### src/rtl/wall_height_stage.sv
// wall_height_stage: scales a Q(M).(N) reciprocal distance by HEIGHT_SCALE,
// clamps the result to SCREEN_H and emits the wall height with its top/bottom
// rows. Two register stages (S1 multiply, S2 clamp/place) use valid/ready on
// both sides. A clamp counter tracks clamped columns per frame.
// Optional macro WALL_HEIGHT_ROUND_EN: round-to-nearest (ties up) instead of truncation.
module wall_height_stage #(
  parameter int M            = 16,
  parameter int N            = 16,
  parameter int COL_BITS     = 10,
  parameter int ROW_BITS     = 10,
  parameter int SCREEN_H     = 480,
  parameter int HEIGHT_SCALE = 256
) (
  input  logic                clk,
  input  logic                reset,
  input  logic                i_frame_start,
  input  logic                i_valid,
  output logic                o_ready,
  input  logic [COL_BITS-1:0] i_col,
  input  logic [M+N-1:0]      i_recip,
  input  logic                i_sat,
  input  logic                i_side,
  output logic                o_valid,
  input  logic                i_ready,
  output logic [COL_BITS-1:0] o_col,
  output logic                o_side,
  output logic [ROW_BITS-1:0] o_height,
  output logic [ROW_BITS-1:0] o_top,
  output logic [ROW_BITS-1:0] o_bottom,
  output logic                o_clamped,
  output logic [COL_BITS:0]   o_clamp_count
);

  localparam int PW = M + N + 16;
  localparam int IW = M + 16;
  localparam logic [IW:0]         H_LIMIT = (IW+1)'(SCREEN_H);
  localparam logic [ROW_BITS-1:0] H_MAX   = ROW_BITS'(SCREEN_H);

  // S1 state
  logic                s1_valid_q, s1_valid_d;
  logic [IW-1:0]       s1_int_q, s1_int_d;
  logic                s1_sat_q, s1_sat_d;
  logic [COL_BITS-1:0] s1_col_q, s1_col_d;
  logic                s1_side_q, s1_side_d;
`ifdef WALL_HEIGHT_ROUND_EN
  logic                s1_frac_q, s1_frac_d;
`endif

  // S2 state (drives the outputs directly)
  logic                s2_valid_q, s2_valid_d;
  logic [COL_BITS-1:0] s2_col_q, s2_col_d;
  logic                s2_side_q, s2_side_d;
  logic [ROW_BITS-1:0] s2_height_q, s2_height_d;
  logic [ROW_BITS-1:0] s2_top_q, s2_top_d;
  logic [ROW_BITS-1:0] s2_bottom_q, s2_bottom_d;
  logic                s2_clamped_q, s2_clamped_d;

  logic [COL_BITS:0]   cnt_q, cnt_d;

  logic                s1_load, s2_load, hs_clamped, clamp;
  logic [PW-1:0]       prod;
  logic [IW:0]         h_raw;
  logic [ROW_BITS-1:0] h;

  // Handshake, multiply, clamp/place and counter next-state logic
  always_comb begin
    s2_load = !s2_valid_q || i_ready;
    s1_load = !s1_valid_q || s2_load;
    o_ready = s1_load;

    prod     = PW'(i_recip) * PW'(HEIGHT_SCALE);
    s1_int_d = s1_int_q;
    s1_sat_d = s1_sat_q;
    s1_col_d = s1_col_q;
    s1_side_d = s1_side_q;
`ifdef WALL_HEIGHT_ROUND_EN
    s1_frac_d = s1_frac_q;
`endif
    s1_valid_d = s1_load ? i_valid : s1_valid_q;
    if (s1_load && i_valid) begin
      s1_int_d  = IW'(prod >> N);
      s1_sat_d  = i_sat;
      s1_col_d  = i_col;
      s1_side_d = i_side;
`ifdef WALL_HEIGHT_ROUND_EN
      s1_frac_d = prod[N-1];
`endif
    end

`ifdef WALL_HEIGHT_ROUND_EN
    h_raw = {1'b0, s1_int_q} + (IW+1)'(s1_frac_q);
`else
    h_raw = {1'b0, s1_int_q};
`endif
    clamp = s1_sat_q || (h_raw > H_LIMIT);
    h     = clamp ? H_MAX : h_raw[ROW_BITS-1:0];

    s2_valid_d   = s2_load ? s1_valid_q : s2_valid_q;
    s2_col_d     = s2_col_q;
    s2_side_d    = s2_side_q;
    s2_height_d  = s2_height_q;
    s2_top_d     = s2_top_q;
    s2_bottom_d  = s2_bottom_q;
    s2_clamped_d = s2_clamped_q;
    // Data only moves with a real beat so outputs never change under a bubble
    if (s2_load && s1_valid_q) begin
      s2_col_d     = s1_col_q;
      s2_side_d    = s1_side_q;
      s2_height_d  = h;
      s2_top_d     = (H_MAX - h) >> 1;
      s2_bottom_d  = ((H_MAX - h) >> 1) + h;
      s2_clamped_d = clamp;
    end

    // Frame start wins over increment, but a coinciding clamped beat belongs to the new frame
    hs_clamped = s2_valid_q && i_ready && s2_clamped_q;
    cnt_d      = cnt_q;
    if (i_frame_start)
      cnt_d = (COL_BITS+1)'(hs_clamped);
    else if (hs_clamped && (cnt_q != '1))
      cnt_d = cnt_q + 1'b1;
  end

  // Pipeline and counter registers
  always_ff @(posedge clk or posedge reset) begin
    if (reset) begin
      s1_valid_q   <= 1'b0;
      s1_int_q     <= '0;
      s1_sat_q     <= 1'b0;
      s1_col_q     <= '0;
      s1_side_q    <= 1'b0;
`ifdef WALL_HEIGHT_ROUND_EN
      s1_frac_q    <= 1'b0;
`endif
      s2_valid_q   <= 1'b0;
      s2_col_q     <= '0;
      s2_side_q    <= 1'b0;
      s2_height_q  <= '0;
      s2_top_q     <= '0;
      s2_bottom_q  <= '0;
      s2_clamped_q <= 1'b0;
      cnt_q        <= '0;
    end else begin
      s1_valid_q   <= s1_valid_d;
      s1_int_q     <= s1_int_d;
      s1_sat_q     <= s1_sat_d;
      s1_col_q     <= s1_col_d;
      s1_side_q    <= s1_side_d;
`ifdef WALL_HEIGHT_ROUND_EN
      s1_frac_q    <= s1_frac_d;
`endif
      s2_valid_q   <= s2_valid_d;
      s2_col_q     <= s2_col_d;
      s2_side_q    <= s2_side_d;
      s2_height_q  <= s2_height_d;
      s2_top_q     <= s2_top_d;
      s2_bottom_q  <= s2_bottom_d;
      s2_clamped_q <= s2_clamped_d;
      cnt_q        <= cnt_d;
    end
  end

  assign o_valid       = s2_valid_q;
  assign o_col         = s2_col_q;
  assign o_side        = s2_side_q;
  assign o_height      = s2_height_q;
  assign o_top         = s2_top_q;
  assign o_bottom      = s2_bottom_q;
  assign o_clamped     = s2_clamped_q;
  assign o_clamp_count = cnt_q;

endmodule

### config.mk
export PLATFORM = sky130hd
export DESIGN_NAME = wall_height_stage
export DESIGN_NICKNAME = d
export VERILOG_FILES = /design/src/rtl/wall_height_stage.sv
export SDC_FILE = /design/constraint.sdc
export NUM_CORES = 1
export LEC_CHECK = 0
export CAP_MARGIN = 20
export CORE_MARGIN = 1
export CORE_UTILIZATION = 25
export CTS_BUF_LIST = sky130_fd_sc_hd__clkbuf_4
export CTS_CLUSTER_DIAMETER = 150
export DETAILED_ROUTE_END_ITERATION = 8
export SLEW_MARGIN = 15
export SYNTH_ARGS = -nofsm -noshare
export SYNTH_HDL_FRONTEND = slang
export SYNTH_SLANG_ARGS = --single-unit
### constraint.sdc
create_clock -name clk -period 9.3 [get_ports clk]
set_clock_uncertainty 0.1 [all_clocks]
set_input_delay 1.86 -clock clk [delete_from_list [all_inputs] [get_ports clk]]
set_output_delay 1.86 -clock clk [all_outputs]
set_load 0.005 [all_outputs]
==> results of run 1 <==
-- worst max-delay path by stage --
stage | startpoint | end | slack, ns
floorplan | reset | o_bottom[3] | 5.09
global placement | i_ready | o_ready | 4.34
detailed placement | i_ready | o_ready | 4.31
CTS | i_ready | o_ready | 4.29
global route | s1_int_q[2] | o_bottom[9] | 4.26
finish | i_ready | o_ready | 4.29
-- logic make-up (layout without fill, tap and decap cells) --
| group | count (synthesis) | after routing | share of synthesized area |
|---|---|---|---|
| adder cells (fa/ha/maj) | 8 | 8 | 0.0238 |
| other | 1 | 3 | 0.000893 |
| multiplexers | 54 | 54 | 0.145 |
| flip-flops | 87 | 87 | 0.518 |
| AND/OR/NAND/NOR | 110 | 110 | 0.154 |
| AO/OA/AOI/OAI | 59 | 59 | 0.0948 |
| buffers and inverters | 31 | 123 | 0.0340 |
| XOR/XNOR | 14 | 14 | 0.0292 |
-- registers in the layout, summed over array words and instances (netlist names) --
name           count
o_bottom           7
o_clamp_count     11
o_clamped          1
o_col             10
o_height          10
o_side             1
o_top              9
o_valid            1
s1_col_q          10
s1_int_q          24
s1_sat_q           1
s1_side_q          1
s1_valid_q         1
-- worst reg2reg max path, cell delays in order, from the launching register on --
cell and delay, ns:
dfrtp_1 0.58, nor3_1 0.43, nand2b_1 0.15, a21oi_1 0.61, nand2_1 0.19, ha_1 0.46
o21ai_0 0.23, nand2_1 0.10, xnor2_1 0.21, ha_1 0.32, nand2_1 0.13, a2111oi_4 0.07
or4_1 0.56, and3_1 0.20, o31a_1 0.23
-- stage by stage --
step                      utilization  cells  area, sq um
after CTS                       0.333    676         5490
after detailed placement        0.324    660         5330
after floorplan                     -    365         4200
after global placement          0.324    660         5330
after global routing            0.335    678         5510
final                           0.335    678         5510
-- synthesized netlist by cell type (all sizes together), types with 9 or more instances --
master	n
dfrtp	87
mux2	53
nand2	38
o21ai	25
nor2	21
clkbuf	12
a21oi	10
inv	10
nand2b	10
buf	9
-- layout make-up --
| type | count | area share |
|---|---|---|
| tap | 220 | 0.0499 |
| clock inverter | 5 | 0.0132 |
| antenna | 1 | 0.000454 |
| multi-input combinational | 247 | 0.342 |
| sequential | 87 | 0.395 |
| timing repair buffer | 97 | 0.178 |
| clock buffer | 11 | 0.0150 |
| inverter | 10 | 0.00703 |
-- metal layers --
layer	wire length [um]	part of all wire	global-route usage
met5	0	0	0
met2	4360	0.48	0.177
met4	182	0.020	0.0556
met3	406	0.045	0.0309
met1	4150	0.46	0.143
-- power groups by stage --
stage                     logic, mW  clock network, mW  registers [mW]
after floorplan              0.0945                  0           0.456
after global placement        0.159                  0           0.465
after detailed placement      0.163                  0           0.468
after CTS                     0.163              0.253           0.460
after global routing          0.178              0.274           0.467
final                         0.161              0.241           0.459
==> metrics.txt, run 1 <==
outcome=completed; die area=0.0173 sq mm; Tightest Pin Transition=0.792 ns; R2R Setup Slk=4.63 ns; Hold Path Depth=2; Setup WS post-layout=4.29 ns; WL final=9.10 mm; worst hold endpoint=o_height[5]; Slew Limit Fails=0; Layout area overhead=31.3%; # DRC=0; Initial Util=0.255; Seq/Total Area, Yosys=0.518; total power=between 0.8 and 0.9 mW; fmax=~200 MHz; Cell Rows=47; Hold Crit Class=reg -> reg; Port Buffers=94; clock tree from TritonCTS=done; Initial DRT Pass Iterations=4; initial antenna violation count=1; ranking of synthesized cells by area=dfrtp_1 52%, mux2_2 14%, nand2_1 3.4%; Core ar.=roughly 0.016 sq mm; Final Hold Fails=0; residual antenna-violating net count after detailed routing=0; Worst EP arrival=3.05 ns; routed vias/inst=4.41; most frequent cells in the layout=94 x clkdlybuf4s50_1, 87 x dfrtp_1, 53 x mux2_2, 37 x nand2_1, 25 x o21ai_0; io pins=104; Hold WS=0.392 ns; Netlist cell types=52; DIE HEIGHT=132 um; dpl ws=4.31 ns; synthesized flop and latch total=87; Most used DFF post-synth=dfrtp_1; Placer Congestion=approximately 0.78; most used cell, CP=clkdlybuf4s50_1; CP Buf/Inv Count=2; slowest stage delay, CP=0.54 ns; pin count of the biggest net entering global routing=between 80 and 90; Sw Pwr=0.228 mW; RSZ-0062 raised after global routing=no; hold_sp=o_height[5]; critical path startpoint category=input pin; Sw Ratio=0.264; Multi-input gate area=0.00189 sq mm; Worst VDD drop=0.0575 mV; Routed WL per cell=between 10 and 15 um; CTS Hold Bufs=0; CP top delay family=buffers and inverters; total gr overflow=0; Combinational Power Share=0.187; Sum Neg Setup Slack=0 ns; Reg2Reg Depth=14; asr flop ratio synth=1.00; CTS Root Cell=clkbuf_4; leakage power total=2.19 nW; Sink Count=just under 90; Int Pwr=0.634 mW; Worst Path Max Fanout=3; Worst-Skew Late Latency=roughly 0.47 ns; Clock Tree Buf Depth=2; Reg area=between 0.002 and 0.0025 sq mm; most common cell after layout, fill and taps aside=clkdlybuf4s50_1; Post-Syn Area=0.00420 sq mm; TritonCTS Buffers=9; leading area contributor after synthesis=dfrtp_1; gr usage total=0.113; fin crit share=0.539; number of synthesized flops with an enable pin=0; Synth top area share=0.518; CP required=approximately 7.3 ns; critical path type=in -> out; CP max-delay cell=clkdlybuf4s50_1; max_slew headroom=0.472; Vias=2989; global-route wire length before repair=15.3 mm; Setup crit end kind=primary output; final setup vio count=0; PwrDens=156 mW/mm^2; vias in the first global route=3011; R2R Path Start=s1_int_q[2]; max cap viols=0; CP cell instances=clkdlybuf4s50_1 > nand3b_1 > clkdlybuf4s50_1; initial DRC count=151; part of the power in registers=0.533; Post-Synthesis Cells=~360; clock power share=0.280; Syn Area/Cell=11.5 sq um; # fillers=~1700; Die Width=132 um; worst r2r dst=o_bottom[9]; share of cells above drive strength 1=0.186; setup repair bufs after CTS=0; fin crit period=about 5 ns; Final HPWL DP=6.56 mm; Warnings, synthesis=0; WP depth=3; CTS H-tree depth=3; Worst-path clk slew=between 0.1 and 0.15 ns; Layout Nets=509; post-cts gate resize count=0
No activity file was read; power rests on OpenSTA's default activity.
==> inputs of run 2 (changes only) <==
clock period = 4.9 ns   (was 9.3 ns; I/O delays follow)
==> metrics.txt, run 2 (synthesis results as in run 1) <==
final setup vio count=0; Initial DRT Pass Iterations=4; RSZ-0062 raised after global routing=no; Final HPWL DP=6.91 mm; dpl ws=0.891 ns; Cell Rows=47; max FFs per register=24; critical path startpoint category=flop; residual antenna-violating net count after detailed routing=0; Setup crit end kind=flop; Hold Path Depth=2; fin crit share=0.814; leakage power total=2.20 nW; Reg2Reg Depth=12; Layout Nets=512; Clock Tree Buf Depth=2; Sink Count=87; setup repair bufs after CTS=0; CP max-delay cell=or4_1; Sum Neg Setup Slack=0 ns; gr usage total=0.118; initial DRC count=75; Layout area overhead=31.5%; routed vias/inst=4.39; vias in the first global route=a little over 3000; global-route wire length before repair=16.0 mm; most common cell after layout, fill and taps aside=clkdlybuf4s50_1; Setup WS post-layout=0.911 ns; Worst-path clk slew=0.13 ns; CP cell instances=or2_1 > o41ai_1 > nand2_1 > o21ai_0 > nand2_1 > xnor2_1 > ha_1 > nand2_1 > a2111oi_4 > or4_1 > and3_1 > o31a_1; Hold Crit Class=reg -> reg; Tightest Pin Transition=~0.85 ns; Vias=2987; CTS H-tree depth=3; most frequent cells in the layout=94 x clkdlybuf4s50_1, 87 x dfrtp_1, 53 x mux2_2, 37 x nand2_1, 25 x o21ai_0; Worst EP arrival=4.23 ns; total gr overflow=0; max_slew headroom=0.431; Worst VDD drop=between 0.1 and 0.15 mV; CTS Hold Bufs=0; R2R Setup Slk=0.91 ns; PwrDens=about 290 mW/mm^2; Core ar.=between 0.015 and 0.02 sq mm; Die Width=132 um; io pins=104; # DRC=0; die area=0.0173 sq mm; Slew Limit Fails=0; Worst Path Max Fanout=10; TritonCTS Buffers=9; clock tree from TritonCTS=done; share of cells above drive strength 1=0.194; CP required=5.14 ns; fin crit period=3.99 ns; DIE HEIGHT=between 100 and 150 um; hold_sp=o_bottom[8]; Placer Congestion=0.794; Final Hold Fails=0; Biggest register=s1_int_q; fmax=251 MHz; outcome=completed; worst hold endpoint=o_bottom[8]; worst r2r dst=o_bottom[9]; post-cts gate resize count=0; initial antenna violation count=2; R2R Path Start=s1_int_q[1]; WL final=9.35 mm; pin count of the biggest net entering global routing=58; Routed WL per cell=about 14 um; total power=1.59 mW; critical path type=reg -> reg; slowest stage delay, CP=approximately 0.55 ns; most used cell, CP=nand2_1; Worst-Skew Late Latency=0.45 ns; Port Buffers=94; CTS Root Cell=clkbuf_4; Initial Util=0.255; max cap viols=0; fin util=0.335
==> run 2: cell count changes in the layout (fill, tap and decap cells not counted), sizes merged <==
| cell | before | now |
|---|---|---|
| clkinvlp | 0 | 1 |
| bufinv | 2 | 1 |
| buf | 3 | 6 |
| clkinv | 4 | 3 |
==> run 2: routing by layer <==
metal,GRT usage,vias up,share of wire
li1,-,1466,-
met1,0.144,1452,0.44
met2,0.187,60,0.48
met3,0.0397,9,0.057
met4,0.0504,0,0.017
met5,0,-,0
==> run 2: worst max-delay path: cells and delay by family (launching register included) <==
family | cells | cell delay, ns
simple gates | 6 | 1.65
compound gates | 4 | 1.10
xor+xnor | 1 | 0.22
fa+ha+maj | 1 | 0.32
flops | 1 | 0.49
==> run 2: worst max-delay path by stage <==
stage,cells after the start,startpoint,to
global placement,12,s1_int_q[1],o_bottom[9]
CTS,14,s1_int_q[2],o_bottom[8]
detailed placement,15,s1_int_q[2],o_bottom[9]
floorplan,16,s1_int_q[22],o_bottom[9]
global route,14,s1_int_q[2],o_bottom[8]
finish,12,s1_int_q[1],o_bottom[9]
==> run 2: cell type report <==
type,instances,area [sq um]
clock inverter,4,47.5
timing repair buffer,100,1010
sequential,87,2180
multi-input combinational,247,1890
inverter,10,38.8
clock buffer,11,82.6
antenna,1,2.50
tap,220,275
fill,1686,10900
==> run 2: report_power, final <==
part	internal [mW]	total, mW	switching, mW
Sequential	0.799	0.873	0.0737
Combinational	0.192	0.308	0.117
Clock	0.163	0.405	0.242
Total	1.15	1.59	0.432
==> run 2: metrics by stage <==
step | hold WS [ns] | std cells | cell area, sq um
after floorplan | 0.357 | 365 | 4200
after global placement | 0.371 | 662 | 5350
after detailed placement | 0.373 | 662 | 5350
after CTS | 0.404 | 677 | 5480
after global routing | 0.419 | 680 | 5520
final | 0.400 | 680 | 5520
==> inputs of run 3 (changes only) <==
clock period = 4 ns   (was 4.9 ns; I/O delays follow)
==> metrics.txt, run 3 (synthesis results as in run 1) <==
final setup vio count=0; Worst VDD drop=0.125 mV; most frequent cells in the layout=94 x clkdlybuf4s50_1, 86 x dfrtp_1, 53 x mux2_2, 37 x nand2_1, 25 x o21ai_0; WL final=roughly 9.5 mm; clock tree from TritonCTS=done; critical path type=reg -> reg; initial DRC count=57; Setup crit end kind=flop; Worst EP arrival=3.96 ns; most common cell after layout, fill and taps aside=clkdlybuf4s50_1; DIE HEIGHT=between 100 and 150 um; CTS Hold Bufs=0; TritonCTS Buffers=9; Core ar.=around 0.016 sq mm; Initial Util=0.255; Port Buffers=94; gr usage total=0.118; residual antenna-violating net count after detailed routing=0; routed vias/inst=4.42; Initial DRT Pass Iterations=4; Worst-Skew Late Latency=0.46 ns; outcome=completed; PwrDens=about 350 mW/mm^2; Placer Congestion=~0.79; max cap viols=0; Vias=3044; Biggest register=s1_int_q; vias in the first global route=3099; RSZ-0062 raised after global routing=no; max_slew headroom=0.575; dpl ws=0.138 ns; CTS Root Cell=clkbuf_4; global-route wire length before repair=15.8 mm; Cell Rows=47; Sum Neg Setup Slack=0 ns; # fillers=1672; fmax=270 MHz; critical path startpoint category=flop; CP cell instances=or2_1 > nand2b_1 > a21oi_4 > nand2_1 > ha_1 > o21ai_0 > nand2_1 > xnor2_1 > ha_1 > nand2_1 > a2111oi_4 > or4_1 > and3_1 > o31a_1; total gr overflow=0; Tightest Pin Transition=0.635 ns; Layout area overhead=32.4%; post-cts gate resize count=0; max FFs per register=24; Routed WL per cell=13.8 um; Hold WS=0.397 ns; Layout Nets=519; Setup WS post-layout=a little over 0.3 ns; Area after DPL=0.00542 sq mm; CTS H-tree depth=3; Final HPWL DP=roughly 7.1 mm; pin count of the biggest net entering global routing=37; most used cell, CP=nand2_1; Die Width=132 um; Sink Count=87; CP required=about 4.3 ns; setup repair bufs after CTS=0; Final Hold Fails=0; # DRC=0; Clock Tree Buf Depth=2; Worst Path Max Fanout=10; share of cells above drive strength 1=0.206; initial antenna violation count=1; die area=0.0173 sq mm; leakage power total=about 2.2 nW; design area=0.00556 sq mm; slowest stage delay, CP=0.55 ns; Hold Crit Class=reg -> reg; fin crit share=0.925; io pins=~100; CP max-delay cell=or4_1; Slew Limit Fails=0; Worst-path clk slew=0.13 ns; fin crit period=3.70 ns
-- run 3: cell type report --
type	instances	area (sq um)	area share
flip-flops and latches	87	2180	0.392
inverters	10	38.8	0.00697
clock buffers	11	82.6	0.0148
multi-input cells	247	1900	0.341
well taps	220	275	0.0495
diodes	1	2.50	0.000450
repair buffers	107	1040	0.187
clock inverters	5	48.8	0.00877
-- run 3: path summary, 6_finish.rpt --
kind                       cells after the start  slack, ns        start                to
setup / recovery                              14       0.30  s1_int_q[1]       o_bottom[9]
hold / removal                                 2       0.40  o_bottom[3]       o_bottom[3]
setup reg to reg                              14       0.30  s1_int_q[1]       o_bottom[9]
hold reg to reg                                2       0.40  o_bottom[3]       o_bottom[3]
max in group asynchronous                      3       2.43        reset      s1_int_q[13]
min in group asynchronous                      2       0.56        reset  o_clamp_count[5]
-- run 3: critical path, delay by kind of cell, from the launching register on --
family | cells | cell delay [ns]
adder cells (fa/ha/maj) | 2 | 0.55
AO/OA/AOI/OAI | 4 | 0.66
flip-flops | 1 | 0.48
AND/OR/NAND/NOR | 7 | 1.60
XOR/XNOR | 1 | 0.21
-- run 3: report_power, final --
group | total [mW] | switching [mW] | internal [mW]
clock | 0.506 | 0.307 | 0.199
sequential | 1.06 | 0.0760 | 0.979
combinational | 0.397 | 0.159 | 0.238
-- run 3: per-layer routing --
metal  GRT usage  wire length (um)  part of all wire
met5           0                 0                 0
met2       0.193              4680              0.49
met4      0.0652               250             0.026
met3      0.0332               448             0.047
met1       0.139              4130              0.43
-- run 3: through the flow --
step / instances / utilization / power [mW]
final: 688 / 0.338 / 1.96
after global placement: 671 / 0.329 / 1.46
after CTS: 687 / 0.337 / 2.00
after floorplan: 365 / - / 1.28
after global routing: 688 / 0.338 / 2.07
after detailed placement: 671 / 0.329 / 1.48
